`config.mk`:
```
export PLATFORM = sky130hd
export DESIGN_NAME = nvram_upload_reader_flat
export DESIGN_NICKNAME = d
export VERILOG_FILES = /design/src/rtl/nvram_upload_reader_if.sv /design/src/rtl/nvram_upload_reader.sv /design/src/flat_wrapper.sv
export SDC_FILE = /design/constraint.sdc
export NUM_CORES = 1
export LEC_CHECK = 0
export CAP_MARGIN = 20
export CORE_MARGIN = 1.5
export CORE_UTILIZATION = 44
export CTS_CLUSTER_DIAMETER = 40
export DETAILED_ROUTE_END_ITERATION = 6
export GPL_ROUTABILITY_DRIVEN = 0
export PLACE_DENSITY = 0.76
export SYNTH_ARGS = -nofsm -noshare
export SYNTH_HDL_FRONTEND = slang
export SYNTH_SLANG_ARGS = --single-unit
```
`constraint.sdc`:
```
create_clock -name clk_25 -period 2.3 [get_ports clk_25]
set_clock_uncertainty 0.2 [all_clocks]
set_input_delay 0.46 -clock clk_25 [delete_from_list [all_inputs] [get_ports clk_25]]
set_output_delay 0.46 -clock clk_25 [all_outputs]
set_load 0.01 [all_outputs]
```
`src/rtl/nvram_upload_reader_if.sv`:
```
`default_nettype none
// ============================================================================
//  Module      : nvram_upload_reader_if
//  Description : ioctl upload bus between the HPS side (master) and the
//                NVRAM upload reader (slave).
//  Revision    : 1.0 - initial release
// ============================================================================
interface nvram_upload_reader_if;
    logic        ioctl_upload;
    logic [7:0]  ioctl_index;
    logic        ioctl_rd;
    logic [24:0] ioctl_addr;
    logic [7:0]  ioctl_din;
    logic        ioctl_wait;

    modport master (
        output ioctl_upload, ioctl_index, ioctl_rd, ioctl_addr,
        input  ioctl_din, ioctl_wait
    );

    modport slave (
        input  ioctl_upload, ioctl_index, ioctl_rd, ioctl_addr,
        output ioctl_din, ioctl_wait
    );
endinterface
`default_nettype wire

```
`src/rtl/nvram_upload_reader.sv`:
```
`default_nettype none
// ============================================================================
//  Module      : nvram_upload_reader
//  Description : Returns NVRAM / high-score RAM bytes to the HPS during an
//                ioctl upload. Freezes the core via pause_req/pause_ack,
//                fetches each byte from a fixed-latency RAM port while
//                stalling the HPS with ioctl_wait, and keeps a dirty flag.
//                Optional macro NVRAM_CHECKSUM_EN appends a two's-complement
//                checksum byte at address SIZE.
//  Revision    : 1.0 - initial release
// ============================================================================
module nvram_upload_reader #(
    parameter int         AW      = 10,
    parameter int         SIZE    = 1024,
    parameter int         LATENCY = 2,
    parameter logic [7:0] INDEX   = 8'd4,
    parameter logic [7:0] FILL    = 8'hFF
) (
    input  wire logic                   clk_25,
    input  wire logic                   reset,
    nvram_upload_reader_if.slave        ioctl,
    output logic [AW-1:0]               mem_addr,
    output logic                        mem_rd,
    input  wire logic [7:0]             mem_dout,
    input  wire logic                   core_wr,
    output logic                        pause_req,
    input  wire logic                   pause_ack,
    output logic                        dirty,
    output logic                        upload_done
);

    typedef enum logic [1:0] {
        IDLE  = 2'd0,
        PAUSE = 2'd1,
        READY = 2'd2,
        FETCH = 2'd3
    } state_t;

    localparam logic [24:0] c_size = 25'(SIZE);

    state_t         r_state;
    state_t         w_next;
    logic [25:0]    r_count;
    logic [2:0]     r_lat;
    logic [7:0]     r_din;
    logic [AW-1:0]  r_mem_addr;
    logic           r_dirty;
    logic           r_done;
    logic           w_wait;
    logic           w_pause;
    logic           w_start;
    logic           w_rd_ready;
    logic           w_issue;
    logic           w_fill;
    logic           w_capture;
    logic           w_complete;
    logic [7:0]     w_fill_byte;

    assign w_start    = (r_state == IDLE) && ioctl.ioctl_upload && (ioctl.ioctl_index == INDEX);
    assign w_rd_ready = (r_state == READY) && ioctl.ioctl_upload && ioctl.ioctl_rd;
    assign w_issue    = w_rd_ready && (ioctl.ioctl_addr < c_size);
    assign w_fill     = w_rd_ready && !(ioctl.ioctl_addr < c_size);
    // The counter was loaded with LATENCY, so a value of 1 means it hits 0 on this edge
    assign w_capture  = (r_state == FETCH) && ioctl.ioctl_upload && (r_lat <= 3'd1);

`ifdef NVRAM_CHECKSUM_EN
    localparam logic [25:0] c_done_cnt = 26'(SIZE + 1);
    logic [7:0] r_sum;

    assign w_fill_byte = (ioctl.ioctl_addr == c_size) ? (~r_sum + 8'd1) : FILL;

    // Running modulo-256 sum of every byte fetched from RAM this session
    always_ff @(posedge clk_25 or posedge reset) begin
        if (reset) begin
            r_sum <= 8'd0;
        end else if (w_start) begin
            r_sum <= 8'd0;
        end else if (w_capture) begin
            r_sum <= r_sum + mem_dout;
        end
    end
`else
    localparam logic [25:0] c_done_cnt = 26'(SIZE);

    assign w_fill_byte = FILL;
`endif

    assign w_complete = (r_state == READY) && !ioctl.ioctl_upload && (r_count >= c_done_cnt);

    // State register
    always_ff @(posedge clk_25 or posedge reset) begin
        if (reset) begin
            r_state <= IDLE;
        end else begin
            r_state <= w_next;
        end
    end

    // Next-state and combinational handshake outputs
    always_comb begin
        w_next  = r_state;
        w_wait  = 1'b0;
        w_pause = 1'b0;
        case (r_state)
            IDLE: begin
                if (w_start) begin
                    w_next = PAUSE;
                end
            end
            PAUSE: begin
                w_pause = 1'b1;
                w_wait  = 1'b1;
                if (!ioctl.ioctl_upload) begin
                    w_next = IDLE;
                end else if (pause_ack) begin
                    w_next = READY;
                end
            end
            READY: begin
                w_pause = 1'b1;
                w_wait  = ioctl.ioctl_rd;
                if (!ioctl.ioctl_upload) begin
                    w_next = IDLE;
                end else if (w_issue) begin
                    w_next = FETCH;
                end
            end
            FETCH: begin
                w_pause = 1'b1;
                w_wait  = 1'b1;
                if (!ioctl.ioctl_upload) begin
                    w_next = IDLE;
                end else if (w_capture) begin
                    w_next = READY;
                end
            end
            default: w_next = IDLE;
        endcase
    end

    // Byte counter, latency counter, returned byte and held RAM address
    always_ff @(posedge clk_25 or posedge reset) begin
        if (reset) begin
            r_count    <= 26'd0;
            r_lat      <= 3'd0;
            r_din      <= 8'd0;
            r_mem_addr <= '0;
        end else begin
            if (w_start) begin
                r_count <= 26'd0;
            end else if ((w_fill || w_capture) && (r_count != '1)) begin
                r_count <= r_count + 26'd1;
            end

            if (w_issue) begin
                r_lat <= 3'(LATENCY);
            end else if ((r_state == FETCH) && (r_lat != 3'd0)) begin
                r_lat <= r_lat - 3'd1;
            end

            if (w_capture) begin
                r_din <= mem_dout;
            end else if (w_fill) begin
                r_din <= w_fill_byte;
            end

            if (w_issue) begin
                r_mem_addr <= ioctl.ioctl_addr[AW-1:0];
            end
        end
    end

    // Dirty flag and completion pulse; a core write beats a simultaneous clear
    always_ff @(posedge clk_25 or posedge reset) begin
        if (reset) begin
            r_dirty <= 1'b0;
            r_done  <= 1'b0;
        end else begin
            r_done <= w_complete;
            if (core_wr) begin
                r_dirty <= 1'b1;
            end else if (w_complete) begin
                r_dirty <= 1'b0;
            end
        end
    end

    // The address is presented in the request cycle so the RAM latency starts there
    assign mem_rd          = w_issue;
    assign mem_addr        = w_issue ? ioctl.ioctl_addr[AW-1:0] : r_mem_addr;
    assign pause_req       = w_pause;
    assign ioctl.ioctl_wait = w_wait;
    assign ioctl.ioctl_din = r_din;
    assign dirty           = r_dirty;
    assign upload_done     = r_done;

endmodule
`default_nettype wire

```
`src/flat_wrapper.sv`:
```
// flat-port wrapper written by rule: the top's interface ports become plain ports
module nvram_upload_reader_flat 
#(
    parameter int         AW      = 10,
    parameter int         SIZE    = 1024,
    parameter int         LATENCY = 2,
    parameter logic [7:0] INDEX   = 8'd4,
    parameter logic [7:0] FILL    = 8'hFF
)
  (clk_25, reset, mem_addr, mem_rd, mem_dout, core_wr, pause_req, pause_ack, dirty, upload_done, ioctl_ioctl_upload, ioctl_ioctl_index, ioctl_ioctl_rd, ioctl_ioctl_addr, ioctl_ioctl_din, ioctl_ioctl_wait);
  nvram_upload_reader_if ioctl_i ();
  input  wire logic clk_25;
  input  wire logic reset;
  output logic [AW-1:0] mem_addr;
  output logic mem_rd;
  input  wire logic [7:0] mem_dout;
  input  wire logic core_wr;
  output logic pause_req;
  input  wire logic pause_ack;
  output logic dirty;
  output logic upload_done;
  input wire logic [$bits(ioctl_i.ioctl_upload)-1:0] ioctl_ioctl_upload;
  input wire logic [$bits(ioctl_i.ioctl_index)-1:0] ioctl_ioctl_index;
  input wire logic [$bits(ioctl_i.ioctl_rd)-1:0] ioctl_ioctl_rd;
  input wire logic [$bits(ioctl_i.ioctl_addr)-1:0] ioctl_ioctl_addr;
  output wire logic [$bits(ioctl_i.ioctl_din)-1:0] ioctl_ioctl_din;
  output wire logic [$bits(ioctl_i.ioctl_wait)-1:0] ioctl_ioctl_wait;
  assign ioctl_i.ioctl_upload = ioctl_ioctl_upload;
  assign ioctl_i.ioctl_index = ioctl_ioctl_index;
  assign ioctl_i.ioctl_rd = ioctl_ioctl_rd;
  assign ioctl_i.ioctl_addr = ioctl_ioctl_addr;
  assign ioctl_ioctl_din = ioctl_i.ioctl_din;
  assign ioctl_ioctl_wait = ioctl_i.ioctl_wait;
  nvram_upload_reader #(.AW(AW), .SIZE(SIZE), .LATENCY(LATENCY), .INDEX(INDEX), .FILL(FILL)) u_core (.clk_25(clk_25), .reset(reset), .ioctl(ioctl_i), .mem_addr(mem_addr), .mem_rd(mem_rd), .mem_dout(mem_dout), .core_wr(core_wr), .pause_req(pause_req), .pause_ack(pause_ack), .dirty(dirty), .upload_done(upload_done));
endmodule
```
After elaboration in Yosys (flattened, before gate mapping)
Index checks and enable logic that the tools add are counted.
- register bits after elaboration: 51
- add/subtract/negate cells: 2
- order comparisons: 3
- equality and inequality tests: 9
- multiplexer cells: 19
- reductions and logical operators: 24
- operators by type and width (kind ; count):
    $mux 26 ; 2
    $add 26x1->26 const B ; 1
    $ge 26x11->1 const B ; 1
    $ne 26x26->1 const B ; 1
    $lt 25x11->1 const B ; 1
    $mux 8 ; 2
    $mux 2 ; 7
    $logic_and 1x1->1 ; 12
    $mux 10 ; 1
    $eq 8x3->1 const B ; 1
    $pmux 2 s4 ; 1
    $reduce_bool 2->1 ; 4
    $mux 3 ; 2
    $ne 3x2->1 const B ; 2
    $eq 2x2->1 const B ; 2
    $reduce_and 4->1 ; 1
    $le 3x1->1 const B ; 1
    $mux 1 ; 3
    $ne 3x3->1 const B ; 1
    $reduce_bool 3->1 ; 1
    $reduce_or 3->1 ; 1
    $sub 3x1->3 const B ; 1
    $eq 2x1->1 const B ; 1
    $logic_not 1->1 ; 2
    5 further kinds ; 5

Longest topological paths before layout
Gate-level depths: netlist of the first run.
- word-level depth: 8
- mapped depth: 8
- depth with buffers taken out: 7

Least setup slack after synthesis of the first run
OpenSTA, ideal clock, no wires.
- path type: input-to-output
- start point: input ioctl_ioctl_addr[24]
- end point: output mem_addr[4]
- slack: -0.304 ns
- data arrival time: 1.944 ns
- buffers on the path: 2
- cell stages on the path: 6
- cell sequence: nor4_1 and4_1 nor2b_1 clkbuf_1 buf_2 mux2_2
- cells in the longest elaborated chain, start to end: 3
- RTL lines (element ; RTL line ; source):
    from (decl) ; flat_wrapper.sv:25 ; input wire logic [$bits(ioctl_i.ioctl_addr)-1:0] ioctl_ioctl_addr;
    $lt 25x11->1 ; nvram_upload_reader.sv:61 ; assign w_issue = w_rd_ready && (ioctl.ioctl_addr < c_size);
    $logic_and 1x1->1 ; nvram_upload_reader.sv:61 ;
    via mem_rd ; flat_wrapper.sv:15 ; output logic mem_rd;
    $mux 10 ; nvram_upload_reader.sv:190 ; assign mem_addr = w_issue ? ioctl.ioctl_addr[AW-1:0] : r_mem_addr;
    to (decl) ; flat_wrapper.sv:14 ; output logic [AW-1:0] mem_addr;
The timed path passes the listed nets, and every way through them passes these cells.

Worst setup path after layout of the first run
- start point: input ioctl_ioctl_addr[10]
- end point: output mem_addr[3]
- cells in the longest elaborated chain, start to end: 3
- RTL lines (element ; RTL line):
    $lt 25x11->1 ; nvram_upload_reader.sv:61
    $logic_and 1x1->1 ; nvram_upload_reader.sv:61
    $mux 10 ; nvram_upload_reader.sv:190
No other way between the ends.

==> run_results.csv, run 1 <==
group,metric,value,unit
status,status,"complete, but fails checks",
status,violations,"negative setup slack",
placed_design,io_buffer_count,69,
sta,fin_crit_sh,111.2,%
logic_synthesis,synth_edf_count,0,
floorplan,core_area,0.005921,mm^2
sta,slew_violations,0,
clocking,cts_buffer_depth,2,
logic_synthesis,syn-instance-count,271,
power,irDropWorstVdd,0.3512,mV
clocking,cts.sinks,51,
power,intPower,1.301,mW
floorplan,design.die.area,0.006645,mm^2
sta,period_needed,2.558,ns
route,avgRoutedWirePerCell,16.46,um
logic_synthesis,synth_area,0.002713,mm^2
route,met1_length,2992,um
route,wl_met2,3650,um
logic_synthesis,synth_xor_area_share,0.6458,%
power,seq_power_share,54.9,%
logic_synthesis,yosys.cell_types.count,48,
global_routing,grt_pass1_vias,2488,
route,first_iter_violations,184,
floorplan,die_w,81.52,um
clocking,cts_tree,"yes",
sta,rsz0062_at_grt,"yes",
critical_path,cp.arrival,1.90,ns
critical_path,slowest_stage,"mux2_4",
placed_design,dp_hpwl,5060,um
power,p_sw,350.1,uW
power,p_clk_share,37.2,%
power,p_per_area,408.1,mW/mm^2
floorplan,dieHeight,81.52,um
critical_path,worst-path-buf-inv,3,
sta,fmax,391.0,MHz
finish,areaGrowthSynthToFinish,49.12,%
power,p_leak,1.805,nW
global_routing,globalRouteOverflowTotal,0,
finish,seq_area,0.001276,mm^2
clocking,h-tree-depth,2,
floorplan,pin_count,70,
finish,drive_above_1_share,28.84,%
sta,whs,0.2659,ns
critical_path,cp-start-kind,"primary input",
sta,relSlewSlack,65.94,%
sta,fin_ws,-0.2578,ns
sta,tightest_slew,0.5091,ns
route,wl,7458,um
global_routing,antenna_found_initial,0,
sta,setup_viol,10,
critical_path,worstSetupPathType,"in2out",
logic_synthesis,synth_top_family_by_area,"simple AND/OR/NAND/NOR gates",
logic_synthesis,synth-adder-area-share,2.306,%
critical_path,endpoint_kind,"output port",
finish,num_antenna_cells,0,
logic_synthesis,synthesis.nets,323,
placed_design,dpl_worst_slack,-1.159,ns
global_routing,grt.total_usage,22.94,%
route,viasPerCell,5.872,
floorplan,initial_utilization,45.82,%
critical_path,slowest_delay,0.33,ns
logic_synthesis,synth_simple_gate_area_share,23.66,%
logic_synthesis,synth-seq-cells,51,
route,dr.pass1.iters,4,
logic_synthesis,syn_area_per_cell,10.01,um^2
route,drc_errors,0,
logic_synthesis,yosysWarnings,0,
clocking,cts_made_buffers,5,
route,vias,2660,
logic_synthesis,synth_mux_area_share,4.889,%
finish,nets,430,
clocking,root_buffer,"clkbuf_8",
global_routing,grt_pass1_wl,11890,um
logic_synthesis,synth-compound-area-share,17.39,%
sta,hold_violations,0,
power,p_comb_share,8.0,%
route,top_layer,"met4",
route,dr_wl_met3,737,um
job,cap_violations,0,
logic_synthesis,synthFlopType,"dfrtp_1",
logic_synthesis,async_flop_share,100.0,%
finish,fillCellCount,404,
critical_path,path_cells,"buf_6, nor4_4, and4_1, nor2b_4, buf_6, mux2_4, buf_6",
logic_synthesis,seq_area_frac_synth,47.05,%
critical_path,crit_family,"simple AND/OR/NAND/NOR gates",
power,p_sw_share,21.20,%
critical_path,cpMostUsedCell,"buf_6",
clocking,clk_pin_slew,0.09,ns
global_routing,grt_max_degree,34,
floorplan,rows,28,
route,ant_nets,0,
finish,multi_input_area,0.001494,mm^2
hold_path,hold_path_class,"in2async",
critical_path,cp.required,1.64,ns
critical_path,path_max_fanout,6,
clocking,clk_latency,0.30,ns
## synth_stat cells, types with 3 or more instances
library cell,number,area [um^2]
dfrtp_1,51,1276
nor2_1,23,86.33
a21oi_1,22,110.1
o31ai_1,19,142.6
nand2_1,14,52.55
or4_1,13,97.59
nand3_1,12,60.06
inv_1,10,37.54
mux2_2,10,112.6
nor4_1,10,62.56
and3_1,7,43.79
clkbuf_1,7,26.28
and4_1,6,52.55
ha_1,5,62.56
nand4_1,5,31.28
o21ai_0,5,25.02
o311ai_0,4,35.03
and2_1,3,18.77
o311ai_1,3,26.28
## kinds of logic after synthesis
family / Yosys count
adder cells (fa/ha/maj): 5
multiplexers: 12
AND/OR/NAND/NOR: 110
buffers and inverters: 24
flip-flops: 51
XOR/XNOR: 2
AO/OA/AOI/OAI: 67
## flip-flops by register name, indices dropped and copies added, names as in the netlist
| register | cells |
|---|---|
| u_core.dirty | 1 |
| u_core.r_lat | 3 |
| u_core.upload_done | 1 |
| u_core.r_count | 26 |
| u_core.r_state | 2 |
| u_core.r_mem_addr | 10 |
| u_core.ioctl.ioctl_din | 8 |
## routing by layer
| layer | vias to the layer above | track usage [%] |
|---|---|---|
| met4 | 0 | 4.828 |
| met5 | - | 0 |
| li1 | 1246 | - |
| met3 | 9 | 5.778 |
| met1 | 1291 | 29.34 |
| met2 | 114 | 39.17 |
## worst reg2reg max path, delay by kind of cell (launching register included)
kind / cells / cell delay [ns]
compound gates: 2 / 0.41
flops: 1 / 0.39
buf+inv: 2 / 0.35
simple gates: 2 / 0.80
## area by class of cell
class,instances,area share (%)
clock inverter,2,0.9279
sequential,51,31.55
multi-input combinational,198,36.93
clock buffer,5,1.701
timing repair buffer,112,25.64
inverter,10,0.9279
tap,75,2.320
## layout by cell type, fill, tap and decap left out, drive strengths merged, types with 3 or more instances in the layout
master / n
and4: 7
or4: 13
nor3: 3
clkbuf: 6
nand4: 6
o311ai: 7
o21a: 5
buf: 66
mux2: 10
nor2: 23
o21ai: 7
and2: 3
ha: 5
and3: 7
nor4: 10
inv: 10
dfrtp: 51
clkdlybuf4s50: 39
nand2: 14
nand3: 13
a21oi: 22
o31ai: 19
## worst paths after layout
path | from | end | slack, ns | cells past startpoint
min in group clk_25 | u_core.r_count[15] | u_core.r_count[15] | 0.31 | 1
setup reg to reg | u_core.r_state[0] | u_core.r_count[10] | 0.08 | 6
hold reg to reg | u_core.r_count[15] | u_core.r_count[15] | 0.31 | 1
setup / recovery | ioctl_ioctl_addr[10] | mem_addr[3] | -0.26 | 7
hold / removal | reset | u_core.ioctl.ioctl_din[3] | 0.27 | 2
max in group asynchronous | reset | u_core.r_count[6] | 1.11 | 3
## power by group through the flow
stage	Sequential [mW]	Combinational, mW	Clock (mW)
after floorplan	0.922	0.0298	0
after global placement	0.923	0.130	0
after detailed placement	0.923	0.133	0
after CTS	0.905	0.134	0.630
after global routing	0.907	0.143	0.674
final	0.906	0.132	0.613
## stage by stage
| step | total power, mW | std cells | utilization, % | cell area (um^2) | setup TNS, ns |
|---|---|---|---|---|---|
| after floorplan | 0.9523 | 271 | - | 2745 | -0.3909 |
| after global placement | 1.054 | 427 | 61.88 | 3664 | -18.88 |
| after detailed placement | 1.056 | 427 | 61.88 | 3664 | -24.46 |
| after CTS | 1.669 | 446 | 66.19 | 3919 | -2.279 |
| after global routing | 1.724 | 453 | 68.32 | 4045 | -3.054 |
| final | 1.651 | 453 | 68.32 | 4045 | -2.249 |
## repair_timing
| item | in CTS | in global routing |
|---|---|---|
| gates resized for setup | 129 | 20 |
| setup endpoints to repair | 36 | 33 |
| pin swaps | 6 | 9 |
| endpoints found under the hold margin | 0 | 0 |
| hold buffers | 0 | 0 |
| buffers inserted | 11 | 6 |
| gates cloned | 1 | 2 |
(Power assumes the default switching activity.)
==> run 2, diff against run 1 <==
--- a/config.mk
+++ b/config.mk
@@ -11,7 +11,7 @@
 export CTS_CLUSTER_DIAMETER = 40
 export DETAILED_ROUTE_END_ITERATION = 6
 export GPL_ROUTABILITY_DRIVEN = 0
-export PLACE_DENSITY = 0.76
+export PLACE_DENSITY_LB_ADDON = 0.2
 export SYNTH_ARGS = -nofsm -noshare
 export SYNTH_HDL_FRONTEND = slang
 export SYNTH_SLANG_ARGS = --single-unit
==> run 2 against run 1 <==
The flow still finishes with violations (negative setup slack). Global-route usage shrank 0.89 points. Clock-buffer cell count grew 1. Clock power decreased by 15%. Cell area shrank 2.8%. Highest routed layer unchanged.
==> run_results.csv, run 2 (synthesis gave the netlist of run 1 again) <==
group,metric,value,unit
status,status,"complete, but fails checks",
status,violations,"negative setup slack",
floorplan,dieHeight,81.52,um
placed_design,dp.cells,428,
clocking,root_buffer,"clkbuf_8",
global_routing,grt_pass1_wl,11300,um
critical_path,worst-path-buf-inv,3,
critical_path,cp.arrival,1.88,ns
finish,final_cells,447,
finish,num_antenna_cells,0,
finish,fillCellCount,464,
route,vias,2554,
floorplan,die_w,81.52,um
critical_path,slowest_delay,0.32,ns
sta,relSlewSlack,66.50,%
finish,fin_area,0.003933,mm^2
floorplan,core_area,0.005921,mm^2
global_routing,antenna_found_initial,0,
route,wl,7513,um
finish,drive_above_1_share,26.08,%
route,drc_errors,0,
power,p_per_area,396.5,mW/mm^2
placed_design,dp_hpwl,4967,um
critical_path,cp-start-kind,"primary input",
global_routing,grt_pass1_vias,2381,
sta,tightest_slew,0.5006,ns
power,p_leak,1.722,nW
placed_design,detailed_place.area,0.003659,mm^2
sta,period_needed,2.537,ns
critical_path,endpoint_kind,"output port",
critical_path,cp.required,1.64,ns
finish,final_cell_mix,"dfrtp_1, clkdlybuf4s50_1, buf_4",
finish,max_flop_register,"u_core.r_count",
clocking,clk_latency,0.30,ns
critical_path,worstSetupPathType,"in2out",
finish,largest_register_ffs,26,
hold_path,hold_path_class,"in2async",
clocking,cts_tree,"yes",
critical_path,path_cells,"buf_6, nor4_4, and4_1, nor2b_4, buf_6, mux2_4, buf_6",
sta,setup_viol,10,
finish,final_common_cell,"dfrtp_1",
critical_path,rr_startpoint,"u_core.r_state[0]",
finish,areaGrowthSynthToFinish,44.97,%
critical_path,slowest_stage,"mux2_4",
floorplan,design.die.area,0.006645,mm^2
sta,fin_ws,-0.2371,ns
clocking,clk_pin_slew,0.09,ns
clocking,h-tree-depth,2,
finish,nets,424,
sta,fin_crit_sh,110.3,%
route,avgRoutedWirePerCell,16.81,um
clocking,cts_buffer_depth,2,
global_routing,grt_max_degree,30,
critical_path,crit_family,"simple AND/OR/NAND/NOR gates",
job,cap_violations,0,
floorplan,initial_utilization,45.82,%
route,dr.pass1.iters,4,
placed_design,io_buffer_count,69,
critical_path,path_max_fanout,6,
clocking,cts_made_buffers,5,
floorplan,rows,28,
route,first_iter_violations,134,
sta,hold_violations,0,
critical_path,crit_path_start,"ioctl_ioctl_addr[17]",
route,viasPerCell,5.714,
global_routing,grt.total_usage,22.06,%
power,irDropWorstVdd,0.2131,mV
sta,rsz0062_at_grt,"yes",
sta,fmax,394.2,MHz
floorplan,pin_count,70,
global_routing,globalRouteOverflowTotal,0,
route,ant_nets,0,
sta,slew_violations,0,
clocking,cts.sinks,51,
critical_path,cpMostUsedCell,"buf_6",
## run 2: cell count changes in the layout (fill, tap and decap cells not counted), moves of 2 or more
| cell | change |
|---|---|
| buf_2 | -2 |
| buf_4 | -4 |
| clkdlybuf4s15_1 | +2 |
| buf_6 | -2 |
| dlymetal6s2s_1 | -2 |
| clkbuf_2 | +2 |
| nor4_2 | +2 |
| clkdlybuf4s50_1 | +2 |
## run 2: per-stage QoR
stage                     hold slack (ns)  util [%]  worst slack, ns  setup TNS, ns  power (mW)
final                              0.3045     66.42          -0.2371         -2.253       1.559
after global routing               0.3216     66.42          -0.2811         -2.723       1.626
after CTS                          0.3038     64.60          -0.1954         -1.846       1.569
after detailed placement           0.2823     61.79          -0.9878         -18.95       1.054
after global placement             0.2744     61.79          -0.9328         -16.98       1.053
after floorplan                    0.2519         -         -0.07818        -0.3909      0.9523
## run 2: final timing paths
kind	slack (ns)	to	depth (start not counted)
max in group asynchronous	1.28	u_core.r_count[5]	3
max reg2reg	0.06	u_core.r_count[25]	6
min	0.30	u_core.r_mem_addr[1]	3
min in group clk_25	0.31	u_core.r_mem_addr[6]	1
max	-0.24	mem_addr[0]	7
min reg2reg	0.31	u_core.r_mem_addr[6]	1
## run 2: timing repair
item	in CTS	in global routing
endpoints found under the setup margin	17	30
setup buffers	6	4
cloned	1	2
hold buffers	0	0
gates resized for setup	111	21
pin swaps	7	5
## run 2: routing by layer
metal | global-route usage, % | routed length, um | vias to the layer above
met5 | 0 | 0 | -
met2 | 37.85 | 3743 | 81
met3 | 6.111 | 610 | 10
li1 | - | - | 1230
met1 | 26.69 | 3063 | 1233
met4 | 7.069 | 96 | 0
## run 2: final cells by class
class                           instances  area (um^2)  area share [%]
Tap cell                               75        93.84           2.386
Multi-Input combinational cell        198         1469           37.35
Clock inverter                          1        5.005          0.1273
Timing Repair Buffer                  106        968.4           24.63
Inverter                               10        37.54          0.9545
Clock buffer                            6        82.58           2.100
Sequential cell                        51         1276           32.45
## run 2: worst register-to-register path: stages, from the launching register on
cell and delay (ns):
dfrtp_1 0.38, nand4b_1 0.27, buf_4 0.20, buf_4 0.15
o21a_4 0.27, or4_4 0.53, mux2i_1 0.13
## run 2: power by group
| part | internal, mW | switching [mW] | total [mW] |
|---|---|---|---|
| registers | 0.901 | 0.00535 | 0.906 |
| clock network | 0.237 | 0.287 | 0.524 |
| logic | 0.0795 | 0.0494 | 0.129 |
| total | 1.22 | 0.342 | 1.56 |
==> run 3, diff against run 2 <==
--- a/config.mk
+++ b/config.mk
@@ -6,6 +6,7 @@
 export NUM_CORES = 1
 export LEC_CHECK = 0
 export CAP_MARGIN = 20
+export CORE_ASPECT_RATIO = 0.75
 export CORE_MARGIN = 1.5
 export CORE_UTILIZATION = 44
 export CTS_CLUSTER_DIAMETER = 40
==> run 3 against run 2 <==
Die area barely moved. Combinational power hardly changed. Total power increased by 8.2%. Routed wire length shrank 6.8%. Critical path depth is the same. Maximum frequency is 1.5% higher. Register-to-register slack better by 0.04 ns. Clock-buffer cell count shrank 1. The run still ends with negative setup slack left. Cell area about the same. Sequential share of layout area about the same. Via count hardly changed. Largest power group unchanged. Non-clock buffer count is 2 higher.
==> run_results.csv, run 3 (synthesis gave the netlist of run 1 again) <==
group,metric,value,unit
power,p_sw,376.2,uW
finish,fillCellCount,485,
floorplan,core_area,0.005886,mm^2
sta,rsz0062_at_grt,"yes",
finish,drive_above_1_share,26.20,%
clocking,root_buffer,"clkbuf_8",
sta,fin_ws,-0.1986,ns
finish,final_common_cell,"dfrtp_1",
floorplan,rows,24,
power,irDropWorstVdd,0.3086,mV
power,p_leak,1.735,nW
placed_design,dpl_worst_slack,-1.014,ns
global_routing,grt.total_usage,22.03,%
critical_path,path_cells,"buf_6, nor4_4, and4_1, nor2b_4, buf_6, mux2_4, buf_6",
floorplan,dieHeight,71,um
sta,fmax,400.2,MHz
critical_path,cp.required,1.64,ns
power,intPower,1.311,mW
sta,setup_viol,10,
finish,num_antenna_cells,0,
placed_design,dp_hpwl,4735,um
global_routing,grt_pass1_wl,11620,um
global_routing,globalRouteOverflowTotal,0,
power,p_comb_share,7.5,%
route,vias,2553,
route,wl,7000,um
critical_path,worstSetupPathType,"in2out",
status,violations,"negative setup slack",
finish,largest_register_ffs,26,
route,viasPerCell,5.648,
hold_path,hold_path_class,"in2async",
global_routing,grt_max_degree,52,
sta,relSlewSlack,61.15,%
finish,areaGrowthSynthToFinish,45.06,%
clocking,cts_tree,"yes",
critical_path,slowest_stage,"mux2_4",
floorplan,design.die.area,0.006650,mm^2
power,seq_power_share,53.7,%
global_routing,grt_pass1_vias,2462,
route,first_iter_violations,207,
clocking,cts_buffer_depth,2,
critical_path,cpMostUsedCell,"buf_6",
clocking,h-tree-depth,2,
job,cap_violations,0,
global_routing,antenna_found_initial,0,
finish,max_flop_register,"u_core.r_count",
power,p_sw_share,22.29,%
sta,setup_tns,-1.869,ns
finish,final_cell_mix,"dfrtp_1, clkdlybuf4s50_1, buf_4",
finish,nets,425,
floorplan,pin_count,70,
critical_path,worst-path-buf-inv,3,
sta,hold_violations,0,
floorplan,initial_utilization,46.09,%
critical_path,cp-start-kind,"primary input",
critical_path,path_max_fanout,6,
clocking,clk_pin_slew,0.10,ns
sta,tightest_slew,0.5806,ns
critical_path,slowest_delay,0.32,ns
sta,period_needed,2.499,ns
clocking,cts.sinks,51,
critical_path,cp.arrival,1.84,ns
clocking,clk_latency,0.31,ns
power,p_clk_share,38.8,%
route,ant_nets,0,
sta,slew_violations,0,
power,p_per_area,428.8,mW/mm^2
critical_path,endpoint_kind,"output port",
critical_path,crit_family,"simple AND/OR/NAND/NOR gates",
clocking,cts_made_buffers,5,
route,avgRoutedWirePerCell,15.49,um
route,drc_errors,0,
placed_design,io_buffer_count,69,
route,dr.pass1.iters,4,
status,status,"complete, but fails checks",
floorplan,die_w,93.67,um
sta,fin_crit_sh,108.6,%
==> run 3: cell count changes in the layout (fill, tap and decap cells not counted), sizes merged <==
| cell | previous run | this run |
|---|---|---|
| inv | 10 | 11 |
| bufinv | 0 | 1 |
| buf | 57 | 58 |
| o21a | 5 | 4 |
==> run 3: worst paths after layout <==
check / start / endpoint / slack, ns / cells past startpoint
max in group asynchronous: reset / u_core.r_count[12] / 1.36 / 3
min: reset / u_core.ioctl.ioctl_din[0] / 0.30 / 3
min in group clk_25: u_core.r_count[4] / u_core.r_count[4] / 0.30 / 1
max: ioctl_ioctl_addr[17] / mem_addr[7] / -0.20 / 7
max reg2reg: u_core.r_state[0] / u_core.r_count[25] / 0.10 / 6
min reg2reg: u_core.r_count[4] / u_core.r_count[4] / 0.30 / 1
==> run 3: power groups by stage <==
stage | sequential [mW] | clock [mW] | combinational (mW)
after floorplan | 0.922 | 0 | 0.0298
after global placement | 0.923 | 0 | 0.131
after detailed placement | 0.923 | 0 | 0.133
after CTS | 0.906 | 0.673 | 0.129
after global routing | 0.907 | 0.703 | 0.140
final | 0.906 | 0.654 | 0.127
==> run 3: final cells by class <==
| cell class | count | area [um^2] | area share [%] |
|---|---|---|---|
| clock inverter | 3 | 47.55 | 1.208 |
| inverter | 10 | 37.54 | 0.9539 |
| tap | 78 | 97.59 | 2.480 |
| clock buffer | 5 | 68.82 | 1.749 |
| sequential | 51 | 1276 | 32.43 |
| timing repair buffer | 108 | 979.7 | 24.90 |
| multi-input combinational | 197 | 1428 | 36.28 |
==> run 3: timing repair <==
item	4_1_cts	5_1_grt
setup endpoints to repair	12	22
resized for setup	109	12
buffers inserted	5	2
hold buffers	0	0
gates cloned	1	1
pin swaps	6	4
==> run 3: worst min-delay path: stages <==
cell and delay (ns):
clkdlybuf4s50_1 0.41, inv_2 0.07, buf_12 0.26
==> run 3: layer usage <==
layer / track usage (%) / vias up / wire length [um]
li1: - / 1234 / -
met1: 31.98 / 1231 / 3360
met2: 33.90 / 80 / 3121
met3: 4.516 / 8 / 443
met4: 5.473 / 0 / 74
met5: 0 / - / 0
==> run 3: stage by stage <==
step	cell area, um^2	hold slack (ns)	instances	util (%)	power, mW
after detailed placement	3705	0.2798	435	62.95	1.057
after CTS	3905	0.3016	449	66.35	1.708
after global placement	3705	0.2762	435	62.95	1.054
after global routing	3935	0.3206	452	66.86	1.750
final	3935	0.2957	452	66.86	1.688
after floorplan	2745	0.2519	271	-	0.9523
